### config.mk
export PLATFORM = sky130hd
export DESIGN_NAME = kbd_move_sequencer_flat
export DESIGN_NICKNAME = d
export VERILOG_FILES = /design/src/rtl/kbd_move_sequencer_if.sv /design/src/rtl/kbd_move_sequencer.sv /design/src/flat_wrapper.sv
export SDC_FILE = /design/constraint.sdc
export NUM_CORES = 1
export LEC_CHECK = 0
export BUFFER_PORTS_ARGS = -buffer_cell sky130_fd_sc_hd__clkbuf_2
export CAP_MARGIN = 20
export CORE_AREA = 8 8 79 109
export CTS_BUF_LIST = sky130_fd_sc_hd__clkbuf_4
export CTS_CLUSTER_DIAMETER = 40
export CTS_CLUSTER_SIZE = 28
export DETAILED_ROUTE_END_ITERATION = 10
export DIE_AREA = 0 0 87 117
export PLACE_DENSITY = 0.36
export SLEW_MARGIN = 25
export SYNTH_ARGS = -nofsm -noshare
export SYNTH_HDL_FRONTEND = slang
export SYNTH_SLANG_ARGS = --single-unit
export TNS_END_PERCENT = 50
### constraint.sdc
create_clock -name clk -period 5.4 [get_ports clk]
set_clock_uncertainty 0.1 [all_clocks]
set_input_delay 1.35 -clock clk [delete_from_list [all_inputs] [get_ports clk]]
set_output_delay 1.35 -clock clk [all_outputs]
set_load 0.1 [all_outputs]
### src/rtl/kbd_move_sequencer_if.sv
// Keyboard move sequencer bus: scan-code/frame strobes in, move command out.
interface kbd_move_sequencer_if;
   logic [7:0] rx_data;
   logic       rx_done_tick;
   logic       frame_tick;
   logic [2:0] move;
   logic       move_valid;
   logic [3:0] held;

   // Producer side: PS/2 receiver, frame timer and the move consumer.
   modport master (
      output rx_data, rx_done_tick, frame_tick,
      input  move, move_valid, held
   );

   // Sequencer side.
   modport slave (
      input  rx_data, rx_done_tick, frame_tick,
      output move, move_valid, held
   );
endinterface

### src/rtl/kbd_move_sequencer.sv
// Parses PS/2 scan codes into a four-direction held-key map and issues at most
// one registered move per frame tick, with auto-repeat while a key stays held.
module kbd_move_sequencer #(
   parameter int unsigned REPEAT_FRAMES = 8,
   parameter int unsigned CNT_W         = 8
) (
   input  logic                 clk,
   input  logic                 resetn,
   kbd_move_sequencer_if.slave  bus
);

   localparam logic [7:0]       CODE_EXT  = 8'hE0;
   localparam logic [7:0]       CODE_BRK  = 8'hF0;
   localparam logic [CNT_W-1:0] RPT_LAST  = CNT_W'(REPEAT_FRAMES - 1);

   typedef enum logic [1:0] {
      ST_IDLE   = 2'd0,
      ST_EXT    = 2'd1,
      ST_BRK    = 2'd2,
      ST_EXTBRK = 2'd3
   } state_t;

   state_t           state_q, state_d;
   logic [2:0]       move_q, move_d;
   logic             move_valid_q, move_valid_d;
   logic [3:0]       held_q, held_d;
   logic             pending_q, pending_d;
   logic [2:0]       pend_dir_q, pend_dir_d;
   logic [2:0]       last_dir_q, last_dir_d;
   logic [CNT_W-1:0] rcnt_q, rcnt_d;

   logic             make_c;
   logic             brk_c;
   logic [2:0]       ev_dir_c;
   logic [3:0]       ev_mask_c;

   // WASD set-2 codes -> direction (1=up, 2=down, 3=left, 4=right, 0=none).
   function automatic logic [2:0] plain_dir(input logic [7:0] code);
      case (code)
         8'h1D:   plain_dir = 3'd1;
         8'h1B:   plain_dir = 3'd2;
         8'h1C:   plain_dir = 3'd3;
         8'h23:   plain_dir = 3'd4;
         default: plain_dir = 3'd0;
      endcase
   endfunction

   // E0-extended arrow codes -> direction.
   function automatic logic [2:0] ext_dir(input logic [7:0] code);
      case (code)
         8'h75:   ext_dir = 3'd1;
         8'h72:   ext_dir = 3'd2;
         8'h6B:   ext_dir = 3'd3;
         8'h74:   ext_dir = 3'd4;
         default: ext_dir = 3'd0;
      endcase
   endfunction

   function automatic logic [3:0] dir_mask(input logic [2:0] dir);
      case (dir)
         3'd1:    dir_mask = 4'b0001;
         3'd2:    dir_mask = 4'b0010;
         3'd3:    dir_mask = 4'b0100;
         3'd4:    dir_mask = 4'b1000;
         default: dir_mask = 4'b0000;
      endcase
   endfunction

   // Highest-priority held direction: up > down > left > right.
   function automatic logic [2:0] top_dir(input logic [3:0] map);
      if (map[0])      top_dir = 3'd1;
      else if (map[1]) top_dir = 3'd2;
      else if (map[2]) top_dir = 3'd3;
      else if (map[3]) top_dir = 3'd4;
      else             top_dir = 3'd0;
   endfunction

   // Parser next state and make/break event decode; advances only on a byte.
   always_comb begin
      state_d  = state_q;
      make_c   = 1'b0;
      brk_c    = 1'b0;
      ev_dir_c = 3'd0;
      if (bus.rx_done_tick) begin
         case (state_q)
            ST_IDLE: begin
               if (bus.rx_data == CODE_EXT) begin
                  state_d = ST_EXT;
               end else if (bus.rx_data == CODE_BRK) begin
                  state_d = ST_BRK;
               end else begin
                  ev_dir_c = plain_dir(bus.rx_data);
                  make_c   = (ev_dir_c != 3'd0);
               end
            end
            ST_EXT: begin
               if (bus.rx_data == CODE_BRK) begin
                  state_d = ST_EXTBRK;
               end else if (bus.rx_data == CODE_EXT) begin
                  state_d = ST_EXT;
               end else begin
                  ev_dir_c = ext_dir(bus.rx_data);
                  make_c   = (ev_dir_c != 3'd0);
                  state_d  = ST_IDLE;
               end
            end
            ST_BRK: begin
               ev_dir_c = plain_dir(bus.rx_data);
               brk_c    = (ev_dir_c != 3'd0);
               state_d  = ST_IDLE;
            end
            default: begin
               ev_dir_c = ext_dir(bus.rx_data);
               brk_c    = (ev_dir_c != 3'd0);
               state_d  = ST_IDLE;
            end
         endcase
      end
   end

   assign ev_mask_c = dir_mask(ev_dir_c);

   // Frame emission first from pre-byte state, then key events layered on top
   // so a coincident byte only takes effect from the next frame tick.
   always_comb begin
      move_d       = move_q;
      move_valid_d = 1'b0;
      held_d       = held_q;
      pending_d    = pending_q;
      pend_dir_d   = pend_dir_q;
      last_dir_d   = last_dir_q;
      rcnt_d       = rcnt_q;

      if (bus.frame_tick) begin
         if (pending_q) begin
            move_d       = pend_dir_q;
            move_valid_d = 1'b1;
            pending_d    = 1'b0;
            rcnt_d       = '0;
         end else if (last_dir_q != 3'd0) begin
            if (rcnt_q == RPT_LAST) begin
               move_d       = last_dir_q;
               move_valid_d = 1'b1;
               rcnt_d       = '0;
            end else begin
               rcnt_d = rcnt_q + CNT_W'(1);
            end
         end else begin
            rcnt_d = '0;
         end
      end

      if (make_c) begin
         held_d = held_q | ev_mask_c;
         if (ev_dir_c != last_dir_q) begin
            last_dir_d = ev_dir_c;
            pending_d  = 1'b1;
            pend_dir_d = ev_dir_c;
         end
      end

      // pending survives a break so a sub-frame tap still moves once.
      if (brk_c) begin
         held_d = held_q & ~ev_mask_c;
         if (ev_dir_c == last_dir_q) begin
            last_dir_d = top_dir(held_q & ~ev_mask_c);
            rcnt_d     = '0;
         end
      end
   end

   // State and datapath registers.
   always_ff @(posedge clk or negedge resetn) begin
      if (!resetn) begin
         state_q      <= ST_IDLE;
         move_q       <= 3'd0;
         move_valid_q <= 1'b0;
         held_q       <= 4'd0;
         pending_q    <= 1'b0;
         pend_dir_q   <= 3'd0;
         last_dir_q   <= 3'd0;
         rcnt_q       <= '0;
      end else begin
         state_q      <= state_d;
         move_q       <= move_d;
         move_valid_q <= move_valid_d;
         held_q       <= held_d;
         pending_q    <= pending_d;
         pend_dir_q   <= pend_dir_d;
         last_dir_q   <= last_dir_d;
         rcnt_q       <= rcnt_d;
      end
   end

   assign bus.move       = move_q;
   assign bus.move_valid = move_valid_q;
   assign bus.held       = held_q;

endmodule
### src/flat_wrapper.sv
// flat-port wrapper written by rule: the top's interface ports become plain ports
module kbd_move_sequencer_flat 
#(
   parameter int unsigned REPEAT_FRAMES = 8,
   parameter int unsigned CNT_W         = 8
)
  (clk, resetn, bus_rx_data, bus_rx_done_tick, bus_frame_tick, bus_move, bus_move_valid, bus_held);
  kbd_move_sequencer_if bus_i ();
  input  logic clk;
  input  logic resetn;
  input wire logic [$bits(bus_i.rx_data)-1:0] bus_rx_data;
  input wire logic [$bits(bus_i.rx_done_tick)-1:0] bus_rx_done_tick;
  input wire logic [$bits(bus_i.frame_tick)-1:0] bus_frame_tick;
  output wire logic [$bits(bus_i.move)-1:0] bus_move;
  output wire logic [$bits(bus_i.move_valid)-1:0] bus_move_valid;
  output wire logic [$bits(bus_i.held)-1:0] bus_held;
  assign bus_i.rx_data = bus_rx_data;
  assign bus_i.rx_done_tick = bus_rx_done_tick;
  assign bus_i.frame_tick = bus_frame_tick;
  assign bus_move = bus_i.move;
  assign bus_move_valid = bus_i.move_valid;
  assign bus_held = bus_i.held;
  kbd_move_sequencer #(.REPEAT_FRAMES(REPEAT_FRAMES), .CNT_W(CNT_W)) u_core (.clk(clk), .resetn(resetn), .bus(bus_i));
endmodule
==> results of run 1 <==
==> final timing paths <==
check / end / slack (ns) / cells past startpoint / start
max in group asynchronous: u_core.last_dir_q[0]$_DFF_PN0_ / 3.83 / 1 / resetn
min in group asynchronous: u_core.rcnt_q[6]$_DFF_PN0_ / 0.92 / 1 / resetn
setup reg to reg: u_core.rcnt_q[7]$_DFF_PN0_ / 2.75 / 7 / u_core.state_q[0]$_DFFE_PN0P_
hold reg to reg: u_core.pend_dir_q[1]$_DFFE_PN0P_ / 0.44 / 2 / u_core.pend_dir_q[1]$_DFFE_PN0P_
setup / recovery: u_core.rcnt_q[7]$_DFF_PN0_ / 1.64 / 9 / bus_rx_data[5]
hold / removal: u_core.pend_dir_q[1]$_DFFE_PN0P_ / 0.44 / 2 / u_core.pend_dir_q[1]$_DFFE_PN0P_
==> area by class of cell <==
| cell class | count | area [sq um] |
|---|---|---|
| clock inverters | 1 | 7.51 |
| well taps | 97 | 121 |
| multi-input cells | 145 | 1010 |
| fillers | 780 | 5170 |
| diodes | 1 | 2.50 |
| clock buffers | 3 | 22.5 |
| inverters | 8 | 30.0 |
| flip-flops and latches | 25 | 626 |
| repair buffers | 19 | 95.1 |
==> tightest hold or removal path: cells and delay by family, from the launching register on <==
| kind | cells | cell delay (ns) |
|---|---|---|
| buf+inv | 1 | 0.05 |
| flops | 1 | 0.41 |
| mux | 1 | 0.06 |
==> synthesized netlist by cell type (4+ instances only) <==
library cell / count
inv_1: 8
dfrtp_1: 25
nor2b_1: 4
nor2_1: 20
and3_1: 7
nor3_1: 4
mux2i_1: 8
o21ai_0: 8
nand2_1: 13
a21oi_1: 23
==> placed cells by master (no fill, tap or decap), drive strengths merged, types with 4 or more instances in the layout <==
cell and count:
nor2b 5, mux2i 8, nor3 4, nand2 13, dfrtp 25, a21oi 24, clkbuf 22, nor2 20
nand3 4, and3 7, o21ai 10, inv 8
==> through the flow <==
stage / area (sq um) / hold WS, ns / cells / power, uW
4_1_cts: 1910 / 0.444 / 298 / 393
3_3_place_gp: 1880 / 0.400 / 294 / 298
6_report: 1910 / 0.438 / 299 / 382
3_5_place_dp: 1880 / 0.409 / 294 / 298
5_1_grt: 1910 / 0.454 / 299 / 407
2_1_floorplan: 1690 / 0.382 / 182 / 272
==> layer usage <==
metal,vias to the layer above,routed length [microns],track usage,part of all wire
met5,-,0,0,0
li1,709,-,-,-
met2,16,2490,0.180,0.56
met4,0,78,0.0461,0.017
met3,4,106,0.0112,0.024
met1,686,1810,0.102,0.40
==> kinds of logic (layout without fill, tap and decap cells) <==
| kind of cell | after synthesis | in the layout | synth area share |
|---|---|---|---|
| flip-flops | 25 | 25 | 0.371 |
| other | 0 | 1 | 0 |
| buffers and inverters | 12 | 31 | 0.0312 |
| AND/OR/NAND/NOR | 81 | 81 | 0.284 |
| adder cells (fa/ha/maj) | 1 | 1 | 0.00742 |
| XOR/XNOR | 5 | 5 | 0.0349 |
| multiplexers | 10 | 10 | 0.0653 |
| AO/OA/AOI/OAI | 48 | 48 | 0.206 |
==> power by group <==
| part | internal (uW) | switching [uW] |
|---|---|---|
| clock network | 28.3 | 60.7 |
| registers | 195 | 6.81 |
| logic | 19.3 | 71.4 |
| total | 243 | 139 |
==> metrics.md, run 1 <==
| Metric | Value |
|---|---|
| Status | `complete, no violations` |
| Peak VDD IR | `0.0000743 V` |
| Crit path required time | `5.54 ns` |
| CP Capture Type | `flip-flop` |
| Mapped Avg Cell Area | `9.26 sq um` |
| Row count | `37` |
| Final #Nets | `215` |
| Fraction of layout cells with a size suffix above 1 | `0.194` |
| CTS buffer count | `3` |
| Clock sinks | `25` |
| Relative slew slack | `0.551` |
| Critical path buffer and inverter count | `1` |
| Ys Warns | `0` |
| Pwr/cell area | `200 nW/um^2` |
| Die area | `10200 sq um` |
| Cell taking the most area after synthesis | `dfrtp_1` |
| Detailed Place HPWL | `3520 microns` |
| Slowest stage delay, CP | `0.59 ns` |
| H-tree lvl count | `1` |
| Worst skew pair latency | `0.33 ns` |
| Initial core utilization | `0.238` |
| Post-CTS setup buffer count | `0` |
| RSZ-0062 raised after global routing | `false` |
| Worst-Margin Slew | `0.673 ns` |
| Maximum buffer depth of the clock tree | `2` |
| Final-report hold violation count | `0` |
| Max-slew violations | `0` |
| Final setup viols | `0` |
| Chip Width | `87 microns` |
| Synth Register Bits | `25` |
| Layout Utilization | `0.270` |
| Initial antenna violation count | `1` |
| Synth Cell Area | `1690 sq um` |
| IO Pins | `20` |
| First-pass GRT wire length | `7580 microns` |
| CP top delay family | `simple AND/OR/NAND/NOR gates` |
| Vias in the first global route | `1534` |
| Syn nets | `195` |
| CP max-delay cell | `or4b_1` |
| Setup ws final | `1.64 ns` |
| Sequential area share after synthesis | `0.371` |
| DR iter-0 viols | `27` |
| Largest net degree at the start of global routing | `26` |
| Root Buffer | `clkbuf_4` |
| Asr flop ratio synth | `1.00` |
| P_leak | `0.000797 uW` |
| EDFF count, synth | `0` |
| Via count | `1415` |
| Worst-path cell chain | `clkbuf_2 -> or4b_1 -> or4_1 -> o21ai_2 -> nor2b_2 -> nand4b_1 -> a31oi_4 -> a21o_1 -> nor2_1` |
| DRT antenna net count | `0` |
| Top FF cell, synth | `dfrtp_1` |
| Pre-antenna DRT Iters | `6` |
| Area contributors post-synth | `dfrtp_1 (37%), a21oi_1 (6.8%), mux2i_1 (4.8%)` |
| Critical Path AT | `3.91 ns` |
| CORE AREA | `7080 sq um` |
| Dpl ws | `1.29 ns` |
| GRT Util Overall | `0.0957` |
| Via/cell ratio | `4.73` |
| Setup TNS | `0 ns` |
| CTS clock-pin slew for the worst setup and hold paths | `0.15 ns` |
| CTS Hold Bufs | `0` |
| Area grow syn2layout | `13.4%` |
| Maxcap violations | `0` |
| Worst Setup Start Kind | `input port` |
| Final Critical Period | `3.76 ns` |
| Crit path kind | `in2reg` |
| Post-CTS Resized | `0` |
| Grt total ovfl | `0` |
| DRC viols | `0` |
| Share of the synthesized area in the top cell type | `0.371` |
| Yosys cell types | `54` |
| Tcrit/Tclk final | `0.697` |
| Maximum clock rate | `266 MHz` |
| Drt wl/cell | `15.0 microns` |
| Port bufs | `19` |
| Hold/Removal Path Class | `reg2reg` |
| CTS tree | `built` |
| Max FO, Critical Path | `11` |
| Synthesized instance count | `182` |
| Final wirelength | `4480 microns` |
| Die H | `117 microns` |
| Gp weighted congestion | `0.752` |
Note: power is estimated with default switching activity, not from simulation.
==> run 2, diff against run 1 <==
PLACE_DENSITY = 0.37   (was 0.36)
clock period = 3.42 ns   (was 5.4 ns; I/O delays follow)
==> run 2 against run 1 <==
  * Power grew 60%
  * Worst hold slack lost 0.0097 ns
  * Die area unchanged
==> metrics.md, run 2 (synthesized netlist as in run 1, its figures left out) <==
| Metric | Value |
|---|---|
| Chip Width | `87 microns` |
| Crit path required time | `3.55 ns` |
| Maximum buffer depth of the clock tree | `2` |
| Post-CTS setup buffer count | `0` |
| Max FO, Critical Path | `10` |
| Crit path kind | `in2reg` |
| RSZ-0062 raised after global routing | `false` |
| Layout Utilization | `0.286` |
| Sw frac | `0.350` |
| Worst Setup Start Kind | `input port` |
| RR Startpoint | `u_core.state_q[0]$_DFFE_PN0P_` |
| Die H | `117 microns` |
| Status | `complete, no violations` |
| Gate power share | `0.244` |
| GRT Util Overall | `0.0970` |
| Fraction of layout cells with a size suffix above 1 | `0.250` |
| Most frequent cells in the layout | `dfrtp_1 (25), a21oi_1 (23), nor2_1 (20), clkbuf_2 (19), buf_4 (15)` |
| Relative slew slack | `0.563` |
| First-pass GRT wire length | `7690 microns` |
| Pwr/cell area | `302 nW/um^2` |
| Final #Nets | `230` |
| Worst skew pair latency | `0.32 ns` |
| Setup TNS | `0 ns` |
| Int Power | `397 uW` |
| Port bufs | `19` |
| Gp weighted congestion | `0.810` |
| Final setup viols | `0` |
| CTS buffer count | `3` |
| Tcrit/Tclk final | `0.893` |
| Switch Pwr | `214 uW` |
| Peak VDD IR | `0.000116 V` |
| IO Pins | `20` |
| Max-slew violations | `0` |
| Die area | `10200 sq um` |
| Clock sinks | `25` |
| CP Capture Type | `flip-flop` |
| Worst-Margin Slew | `0.656 ns` |
| Root Buffer | `clkbuf_4` |
| Final Critical Period | `3.05 ns` |
| Final wirelength | `4490 microns` |
| Maximum clock rate | `327 MHz` |
| Via count | `1466` |
| Detailed Place HPWL | `3610 microns` |
| Post-Layout Cell Count | `314` |
| Hold/Removal Path Class | `in2async` |
| Row count | `37` |
| Drt wl/cell | `14.3 microns` |
| DRC viols | `0` |
| Clock power frac | `0.234` |
| Vias in the first global route | `1630` |
| Pre-antenna DRT Iters | `4` |
| CTS Hold Bufs | `0` |
| RR Endpoint | `u_core.rcnt_q[6]$_DFF_PN0_` |
| R2R depth | `7` |
| Flop pwr share | `0.522` |
| CTS tree | `built` |
| H-tree lvl count | `1` |
| Largest net degree at the start of global routing | `26` |
| Grt total ovfl | `0` |
| Commonest non-fill, non-tap cell in the layout | `dfrtp_1` |
| Maxcap violations | `0` |
| CTS clock-pin slew for the worst setup and hold paths | `0.14 ns` |
| P_leak | `0.000878 uW` |
| Initial antenna violation count | `0` |
| Placed Cells | `309` |
| Via/cell ratio | `4.67` |
| Initial core utilization | `0.238` |
| R2R setup slack | `0.96 ns` |
| Final-report hold violation count | `0` |
| DR iter-0 viols | `43` |
| DRT antenna net count | `0` |
| Hold_ws | `0.429 ns` |
| Area grow syn2layout | `20.1%` |
| Critical Path AT | `3.18 ns` |
| Post-CTS Resized | `0` |
| CORE AREA | `7080 sq um` |
run 2: cell count changes in the layout (fill, tap and decap cells not counted), sizes merged:
cell      change
buf          +15
clkbuf        +1
clkinvlp      -1
run 2: worst max path at each step:
stage                              start                          endpoint  depth (start not counted)
after global routing      bus_rx_data[5]        u_core.rcnt_q[6]$_DFF_PN0_                          9
after floorplan           bus_rx_data[5]  u_core.pend_dir_q[0]$_DFFE_PN0P_                          9
after CTS                 bus_rx_data[5]        u_core.rcnt_q[6]$_DFF_PN0_                          9
after global placement    bus_rx_data[3]        u_core.rcnt_q[7]$_DFF_PN0_                          9
final                     bus_rx_data[5]        u_core.rcnt_q[6]$_DFF_PN0_                          9
after detailed placement  bus_rx_data[5]        u_core.rcnt_q[6]$_DFF_PN0_                          9
run 2: critical path: stages:
cell      delay (ns)
clkbuf_2        0.10
or4b_1          0.55
or4_1           0.50
o21ai_2         0.14
nor2b_2         0.21
nand4b_1        0.19
a31oi_4         0.38
a21o_1          0.17
nor2_1          0.06
run 2: power by group through the flow:
| stage | Clock [uW] | Combinational, uW | Sequential (uW) |
|---|---|---|---|
| 4_1_cts | 151 | 151 | 319 |
| 5_1_grt | 164 | 162 | 321 |
| 3_5_place_dp | 0 | 151 | 325 |
| 3_3_place_gp | 0 | 152 | 325 |
| 2_1_floorplan | 0 | 42.0 | 388 |
| 6_report | 143 | 149 | 319 |
run 2: per-layer routing:
metal	up-vias	GRT usage	share of wire	routed length [microns]
met4	0	0.0507	0.033	150
met1	693	0.101	0.40	1810
li1	739	-	-	-
met2	25	0.184	0.54	2430
met3	9	0.0126	0.023	102
met5	-	0	0	0
run 2: metrics by stage:
step | worst slack (ns) | area [sq um] | power [uW]
4_1_cts | 0.361 | 2020 | 622
3_5_place_dp | 0.000472 | 1990 | 476
2_1_floorplan | 0.279 | 1690 | 430
5_1_grt | 0.220 | 2020 | 647
6_report | 0.366 | 2020 | 611
3_3_place_gp | 0.0297 | 1990 | 477
run 2: final cells by class:
class / count / area, sq um
multi-input combinational: 145 / 1010
timing repair buffer: 34 / 208
sequential: 25 / 626
fill: 776 / 5060
inverter: 8 / 30.0
antenna: 1 / 2.50
clock buffer: 4 / 30.0
tap: 97 / 121
